### config.mk
export PLATFORM = sky130hd
export DESIGN_NAME = vc_allocator
export DESIGN_NICKNAME = d
export VERILOG_FILES = /design/src/rtl/vc_allocator_pkg.sv /design/src/rtl/vc_allocator_rr_arbiter.sv /design/src/rtl/vc_allocator.sv
export SDC_FILE = /design/constraint.sdc
export NUM_CORES = 1
export LEC_CHECK = 0
export ABC_AREA = 1
export BUFFER_PORTS_ARGS = -buffer_cell sky130_fd_sc_hd__buf_4
export CORE_MARGIN = 2
export CORE_UTILIZATION = 30
export CTS_CLUSTER_SIZE = 14
export DETAILED_ROUTE_END_ITERATION = 16
export GPL_ROUTABILITY_DRIVEN = 1
export GPL_TIMING_DRIVEN = 0
export SETUP_SLACK_MARGIN = 0.3
export SKIP_CTS_REPAIR_TIMING = 1
export SLEW_MARGIN = 20
export SYNTH_ARGS = -nofsm -noshare
export SYNTH_HDL_FRONTEND = slang
export SYNTH_SLANG_ARGS = --single-unit
export TNS_END_PERCENT = 1
### constraint.sdc
create_clock -name clk -period 4.8 [get_ports clk]
set_input_delay 0 -clock clk [delete_from_list [all_inputs] [get_ports clk]]
set_output_delay 0 -clock clk [all_outputs]
set_load 0.005 [all_outputs]
### src/rtl/vc_allocator_pkg.sv
// Shared router definitions: default port/VC counts, id widths and the
// per-input allocation FSM encoding.
package vc_allocator_pkg;

  localparam int DEF_PORT_NUM = 5;
  localparam int DEF_VC_NUM   = 4;
  localparam int DEF_PW       = $clog2(DEF_PORT_NUM);
  localparam int DEF_VW       = $clog2(DEF_VC_NUM);

  typedef logic [DEF_PW-1:0] port_id_t;
  typedef logic [DEF_VW-1:0] vc_id_t;

  localparam logic [1:0] ST_IDLE   = 2'd0;
  localparam logic [1:0] ST_WAIT   = 2'd1;
  localparam logic [1:0] ST_ACTIVE = 2'd2;

  typedef enum logic [1:0] {
    IDLE   = ST_IDLE,
    WAIT   = ST_WAIT,
    ACTIVE = ST_ACTIVE
  } va_state_e;

endpackage

### src/rtl/vc_allocator_rr_arbiter.sv
// Round-robin arbiter: first request at or after the pointer wins; the
// pointer moves past the winner only when a grant is issued.
module rr_arbiter #(
  parameter int N  = 5,
  localparam int IW = $clog2(N)
) (
  input  logic          clk,
  input  logic          rst,
  input  logic [N-1:0]  req,
  output logic [N-1:0]  grant,
  output logic [IW-1:0] grant_idx,
  output logic          valid
);

  logic [IW-1:0] ptr;
  int idx;

  always_comb begin
    grant     = '0;
    grant_idx = '0;
    valid     = 1'b0;
    idx       = 0;
    for (int k = 0; k < N; k++) begin
      idx = int'(ptr) + k;
      if (idx >= N) idx = idx - N;
      if (!valid && req[idx]) begin
        valid      = 1'b1;
        grant[idx] = 1'b1;
        grant_idx  = IW'(idx);
      end
    end
  end

  always_ff @(posedge clk) begin
    if (!rst) begin
      ptr <= '0;
    end else if (valid) begin
      ptr <= (grant_idx == IW'(N - 1)) ? '0 : grant_idx + 1'b1;
    end
  end

endmodule

### src/rtl/vc_allocator.sv
// VC allocation stage: per-input IDLE/WAIT/ACTIVE FSMs, one round-robin
// arbiter per output port and a lowest-free-VC pick guarded by a hold map.
module vc_allocator
  import vc_allocator_pkg::*;
#(
  parameter int PORT_NUM = DEF_PORT_NUM,
  parameter int VC_NUM   = DEF_VC_NUM,
  localparam int PW = $clog2(PORT_NUM),
  localparam int VW = $clog2(VC_NUM)
) (
  input  logic                              clk,
  input  logic                              rst,
  input  logic [PORT_NUM-1:0]               in_req,
  input  logic [PORT_NUM-1:0][PW-1:0]       in_dest,
  input  logic [PORT_NUM-1:0]               in_tail_done,
  input  logic [PORT_NUM-1:0][VC_NUM-1:0]   vc_busy,
  output logic [PORT_NUM-1:0]               in_grant,
  output logic [PORT_NUM-1:0][VW-1:0]       in_vc,
  output logic [PORT_NUM-1:0][PW-1:0]       in_out_port,
  output logic [PORT_NUM-1:0]               out_alloc_valid,
  output logic [PORT_NUM-1:0][VW-1:0]       vc_req,
  output logic [PORT_NUM-1:0][VC_NUM-1:0]   vc_free
);

  localparam logic [PW-1:0] LAST_PORT = PW'(PORT_NUM - 1);

  va_state_e state [PORT_NUM];
  logic [PORT_NUM-1:0][PW-1:0]     dest_q;
  logic [PORT_NUM-1:0][PW-1:0]     eff_dest;
  logic [PORT_NUM-1:0]             elig;
  logic [PORT_NUM-1:0]             win;
  logic [PORT_NUM-1:0][VC_NUM-1:0] hold;
  logic [PORT_NUM-1:0][VC_NUM-1:0] hold_next;
  logic [PORT_NUM-1:0][VC_NUM-1:0] free_vc;
  logic [PORT_NUM-1:0][VC_NUM-1:0] rel_mask;
  logic [PORT_NUM-1:0][VC_NUM-1:0] set_mask;
  logic [PORT_NUM-1:0]             any_free;
  logic [PORT_NUM-1:0][VW-1:0]     low_vc;
  logic [PORT_NUM-1:0][PORT_NUM-1:0] arb_req;
  logic [PORT_NUM-1:0][PORT_NUM-1:0] arb_grant;
  logic [PORT_NUM-1:0][PW-1:0]     arb_idx;
  logic [PORT_NUM-1:0]             arb_valid;

  // A waiting input arbitrates on the destination it latched, not the live bus.
  always_comb begin
    eff_dest = '0;
    elig     = '0;
    for (int i = 0; i < PORT_NUM; i++) begin
      eff_dest[i] = (state[i] == WAIT) ? dest_q[i] : in_dest[i];
      elig[i]     = (state[i] == WAIT) ||
                    (state[i] == IDLE && in_req[i] && in_dest[i] <= LAST_PORT);
    end
  end

  always_comb begin
    free_vc  = ~vc_busy & ~hold;
    any_free = '0;
    low_vc   = '0;
    for (int o = 0; o < PORT_NUM; o++) begin
      any_free[o] = |free_vc[o];
      for (int v = VC_NUM - 1; v >= 0; v--) begin
        if (free_vc[o][v]) low_vc[o] = VW'(v);
      end
    end
  end

  always_comb begin
    arb_req = '0;
    for (int o = 0; o < PORT_NUM; o++) begin
      for (int i = 0; i < PORT_NUM; i++) begin
        arb_req[o][i] = elig[i] && (eff_dest[i] == PW'(o)) && any_free[o];
      end
    end
  end

  for (genvar o = 0; o < PORT_NUM; o++) begin : g_out
    rr_arbiter #(.N(PORT_NUM)) u_arb (
      .clk       (clk),
      .rst       (rst),
      .req       (arb_req[o]),
      .grant     (arb_grant[o]),
      .grant_idx (arb_idx[o]),
      .valid     (arb_valid[o])
    );
  end

  always_comb begin
    win = '0;
    for (int o = 0; o < PORT_NUM; o++) win = win | arb_grant[o];
  end

  // A releasing VC is still held this cycle, so it can never be set and cleared together.
  always_comb begin
    rel_mask = '0;
    set_mask = '0;
    for (int i = 0; i < PORT_NUM; i++) begin
      if (state[i] == ACTIVE && in_tail_done[i]) rel_mask[in_out_port[i]][in_vc[i]] = 1'b1;
    end
    for (int o = 0; o < PORT_NUM; o++) begin
      if (arb_valid[o]) set_mask[o][low_vc[o]] = 1'b1;
    end
    hold_next = (hold & ~rel_mask) | set_mask;
  end

  always_ff @(posedge clk) begin
    if (!rst) begin
      for (int i = 0; i < PORT_NUM; i++) state[i] <= IDLE;
      dest_q          <= '0;
      hold            <= '0;
      in_grant        <= '0;
      in_vc           <= '0;
      in_out_port     <= '0;
      out_alloc_valid <= '0;
      vc_req          <= '0;
      vc_free         <= '0;
    end else begin
      hold            <= hold_next;
      in_grant        <= win;
      out_alloc_valid <= arb_valid;
      vc_free         <= rel_mask;
      for (int i = 0; i < PORT_NUM; i++) begin
        case (state[i])
          IDLE: begin
            if (elig[i] && !win[i]) begin
              state[i]  <= WAIT;
              dest_q[i] <= in_dest[i];
            end
          end
          ACTIVE: begin
            if (in_tail_done[i]) state[i] <= IDLE;
          end
          default: ;
        endcase
      end
      for (int o = 0; o < PORT_NUM; o++) begin
        if (arb_valid[o]) begin
          state[arb_idx[o]]       <= ACTIVE;
          in_vc[arb_idx[o]]       <= low_vc[o];
          in_out_port[arb_idx[o]] <= PW'(o);
          vc_req[o]               <= low_vc[o];
        end else begin
          vc_req[o] <= '0;
        end
      end
    end
  end

endmodule

Yosys cells after proc, flatten, opt, wreduce, memory -nomap -nowiden
Memory sizes are Yosys's and may differ from the RTL's.
Index checks and enable logic that the tools add are counted.
{ "op_classes": {"n_addsub": 50, "order_cmp": 120, "eq_ne": 35, "muxes": 404, "bitwise": 58, "n_reduce_logical": 190} }
{ "op_table": {"columns": ["cell", "n"], "rows": [
  ["$ge 32x1->1 const B", 25],
  ["$lt 32x5->1 const B", 25],
  ["$mux 32", 25],
  ["$ge 32x4->1 const B", 20],
  ["$sub 32x4->32 const B", 20],
  ["$mux 1", 166],
  ["$logic_and 1x1->1", 135],
  ["$mux 15", 9],
  ["$or 5x5->5", 27],
  ["$mux 5", 25],
  ["$mux 3", 40],
  ["$mux 20", 5],
  ["$or 20x20->20", 5],
  ["$mux 10", 9],
  ["$bmux 1 s3", 25],
  ["$demux 1 s3", 25],
  ["$mux 2", 35],
  ["$demux 4 s3", 5],
  ["$not 20->20", 3],
  ["$bwmux 10", 5],
  ["$demux 3 s3", 5],
  ["$add 3x2->4 const B", 10],
  ["$and 20x20->20", 2],
  ["$lt 3x4->1 const B", 10],
  ["31 further kinds", 196]
]} }
{ "word_totals": {"register_bits": 115, "mem_bits_rw": 10, "in_bits": 47, "out_inout_bits": 65, "word_cells": 895, "n_memories": 1} }
{ "mem_list": {"columns": ["memory", "words", "word_bits", "read_ports", "rd_clocked_by_memory_dff", "write_ports", "line_no", "source"], "rows": [
  ["state", 5, 2, 5, 0, 10, "vc_allocator.sv:27", "va_state_e state [PORT_NUM];"]
]} }

Longest topological paths before layout
An unclocked memory read counts as a cell.
{ "depth": {"ltp_word": 42, "mapped_depth": 28, "ltp_nobuf": 27} }

Cells and area by module
A second synthesis with hierarchy kept.
{ "unflattened": {"hier_cells": 2478, "area_unflattened_um2": 15021.9} }
{ "modules_own_cells": {"columns": ["module", "n_inst", "cells_per_inst", "area_each_um2", "seq_area_each_um2"], "rows": [
  ["vc_allocator", 1, 991, 6333.6, 2202.1],
  ["rr_arbiter (g_out[0].u_arb ...)", 3, 298, 1750.4, 60.1],
  ["rr_arbiter (g_out[3].u_arb)", 1, 297, 1755.4, 60.1],
  ["rr_arbiter (g_out[4].u_arb)", 1, 296, 1681.6, 60.1]
]} }

Least setup slack after synthesis
No wires, ideal clock.
{ "synth_timing": {"kind": "register to register", "from": "register g_out[2].u_arb.ptr[0]", "to": "memory state[2][0] (netlist name)", "setup_ps": 109, "arrival_time_ps": 3292, "required_time_ps": 4691, "slack_ps": 1399, "path_stages_with_launch": 28, "n_path_buf": 0, "synth_period_minus_slack_ps": 3401, "path_cell_list": "dfxtp_1 clkinv_1 ha_1 ha_1 inv_2 nor2_1 nor2_2 nand2_2 inv_2 nand2_1 nand2_2 inv_2 nand2_1 o21ai_1 o21ai_1 nor2_4 nand2_2 nor2_2 inv_1 nand2_1 nand2_2 nor2_2 nor2_2 and2_4 nand2_1 nand2_1 nand2_1 inv_1"} }
{ "synth_lines": {"columns": ["element", "line_no", "source"], "rows": [
  ["start: declaration", "vc_allocator_rr_arbiter.sv:15", "logic [IW-1:0] ptr;"],
  ["start signal: assignment", "vc_allocator_rr_arbiter.sv:38", "ptr <= (grant_idx == IW'(N - 1)) ? '0 : grant_idx + 1'b1;"],
  ["end: declaration", "vc_allocator.sv:27", null]
]} }

==> flow_metrics.py <==
metrics = {
    "synthesis": {
        "synth_ff_type": "dfxtp_1",
        "synth-seq-cells": 125,
        "ys_seq_area_share_pct": 17.0,
        "yosysMostFrequentCell": "nand2_1",
        "synth_top_cell_area_share_pct": 17.0,
        "synth.avg_cell_area_um2": 5.96,
        "syn-num-nets": 2630,
        "yosysWarnings": 0,
        "synth_area_um2": 14700,
        "synth_common_cells": "nand2_1 (597), nor2_1 (336), inv_1 (321)",
        "synthTopCellsByArea": "dfxtp_1 (17%), nand2_1 (15%), ha_1 (9.0%), nand3_1 (8.7%), nor2_1 (8.6%)",
        "synth.distinct_cells": 64,
        "netlist_instances": 2472,
        "yosysTopAreaCell": "dfxtp_1",
        "synth-edff-count": 0,
        "async_flop_share_pct": 0,
    },
    "worst_setup_path": {
        "crit_path_top_delay_cell": "dfxtp_2",
        "cp-start-kind": "register",
        "arrival_ns": 4.62,
        "path_buf_inv": 4,
        "crit_family": "simple AND/OR/NAND/NOR gates",
        "crit_fanout": 8,
        "cp-end-kind": "register",
        "crit_path_frequent_cell": "nand2_1",
        "slowest_delay_ns": 0.42,
        "crit_required_ns": 5.15,
        "crit_type": "reg2reg",
    },
    "detailed_routing": {
        "met2_length_mm": 26.8,
        "wl_mm": 61.9,
        "drc": 0,
        "wl_per_cell_um": 18.8,
        "met3_length_mm": 5.09,
        "ant_nets": 0,
        "first_iter_violations": 1899,
        "maxUsedRoutingLayer": "met4",
        "avgViaCountPerCell": 5.30,
        "vias": 17400,
        "met1_length_mm": 28.4,
        "dr.pass1.iters": 6,
    },
    "timing": {
        "fin_crit_sh_pct": 88.9,
        "hold_viol_final": 3,
        "rsz0062_at_grt": "true",
        "report.final.slew_viol_count": 0,
        "setup_viol": 0,
        "relSlewSlack_pct": 27.4,
        "tightest_slew_ns": 1.08,
        "finalSetupTns_ns": 0,
        "clock_skew_ns": 0.0145,
        "max_freq_ghz": 0.234,
        "fin_crit_ns": 4.27,
        "finalWorstSetupSlack_ns": 0.531,
        "whs_ns": -0.0276,
    },
    "floorplanning": {
        "die_area_um2": 50900,
        "die_h_um": 226,
        "coreArea_um2": 48600,
        "rows": 81,
        "pin_count": 112,
        "initial_core_util_pct": 30.3,
        "die_w_um": 226,
    },
    "cts": {
        "clkLatencyLatePin_ns": 0.46,
        "clock_path_buffers": 2,
        "clock_sinks": 125,
        "cts_root_buffer": "clkbuf_16",
        "numCtsBuffers": 17,
        "cts_tree": "done",
        "clk_pin_slew_ns": 0.07,
        "htree_levels": 4,
    },
    "placement": {
        "post-dp-hpwl_mm": 50.8,
        "gp_congestion": 1.01,
        "portBuffers": 111,
        "pre_cts_slack_ns": 0.213,
    },
    "finish": {
        "syn_to_final_growth_pct": 18.7,
        "finalNetCount": 2809,
        "n_fill_cell": 5374,
        "finalCoreUtilization_pct": 35.9,
        "drive_gt1_share_pct": 14.8,
    },
    "worst_hold_path": {
        "hold_class": "in2reg",
    },
    "run_status": {
        "status": "complete, but fails checks",
        "violations": "negative hold slack",
    },
    "global_routing": {
        "grt_start_max_net_pins": 17,
        "overflow": 0,
        "track_usage_pct": 23.8,
        "grt_pass1_vias": 15400,
        "grt_pass1_wl_mm": 91.8,
        "antenna_found_initial": 1,
    },
    "run": {
        "cap_violations": 0,
    },
}
-- state kept, by name, summed over array words and instances (netlist names) --
name             count
dest_q              15
g_out.u_arb.ptr     15
in_out_port         15
hold                20
vc_req              10
in_grant             5
out_alloc_valid      5
state               10
vc_free             20
in_vc               10
-- cell families (layout without fill, tap and decap cells) --
family / after synthesis / count (layout) / synth area share [%]
other cells: 0 / 1 / 0
xor+xnor: 23 / 23 / 1.85
simple gates: 1455 / 1455 / 45.6
buf+inv: 390 / 581 / 10.4
fa+ha+maj: 111 / 111 / 9.69
compound gates: 368 / 368 / 15.5
flops: 125 / 125 / 17.0
-- worst reg2reg max path: stages (launching register included) --
cell	delay, ns
dfxtp_2	0.42
inv_1	0.18
ha_1	0.30
ha_1	0.36
inv_2	0.15
nor2_1	0.08
nor2_2	0.21
nand2_2	0.15
o21ai_4	0.20
nor2_1	0.11
nand3_1	0.12
nand2_1	0.06
nor2_2	0.14
nand4_1	0.21
inv_2	0.16
nand2_1	0.06
nand2_1	0.12
nand2_4	0.13
nor2_4	0.27
nand2_1	0.21
nand2_1	0.10
nor2_1	0.07
nand2_1	0.15
nand2_1	0.10
nand2_1	0.09
inv_1	0.04
-- metrics by stage --
| step | cell area (um^2) | instances | hold slack (ns) |
|---|---|---|---|
| 2_1_floorplan | 14700 | 2472 | 0.135 |
| 3_3_place_gp | 16300 | 3205 | 0.251 |
| 3_5_place_dp | 16300 | 3205 | 0.256 |
| 4_1_cts | 17000 | 3236 | -0.213 |
| 5_1_grt | 17500 | 3285 | 0.0126 |
| 6_report | 17500 | 3286 | -0.0276 |
-- final cells by class --
class	count	area, um^2	share of cell area (%)
Multi-Input combinational cell	1957	10800	61.5
Sequential cell	125	2510	14.4
Inverter	362	1380	7.92
Timing Repair Buffer	160	1270	7.27
Tap cell	622	778	4.45
Clock buffer	21	470	2.69
Buffer	28	168	0.959
Clock inverter	10	138	0.787
Antenna cell	1	2.50	0.0143
-- placed cells by master (no fill, tap or decap), types with 32 or more instances in the layout --
master and n:
nand2_2 32, nor2_1 333, buf_4 139, ha_1 106, inv_1 317, nand4_1 73, a21oi_1 79, inv_2 37
o21ai_1 35, nor3_1 53, nand3_1 256, nand2_1 596, dfxtp_1 119, o21ai_0 115
-- worst paths after layout --
check                                startpoint                        to  slack [ns]  depth (start not counted)
min                                 vc_busy[13]       hold[13]$_SDFF_PN0_       -0.03                          4
min reg2reg              dest_q[9]$_SDFFE_PN0N_    dest_q[9]$_SDFFE_PN0N_        0.47                          2
max          g_out[0].u_arb.ptr[0]$_SDFFE_PN0N_  state[1][0]$_SDFFE_PP0P_        0.53                         25
max reg2reg  g_out[0].u_arb.ptr[0]$_SDFFE_PN0N_  state[1][0]$_SDFFE_PP0P_        0.53                         25
-- routing by layer --
metal | vias up | track usage, %
li1 | 8528 | -
met1 | 8066 | 34.1
met2 | 727 | 36.6
met3 | 83 | 3.55
met4 | 0 | 7.50
met5 | - | 0
Power is not shown: default switching activity piles up to over one toggle a cycle in this logic, so the estimate is an artifact.
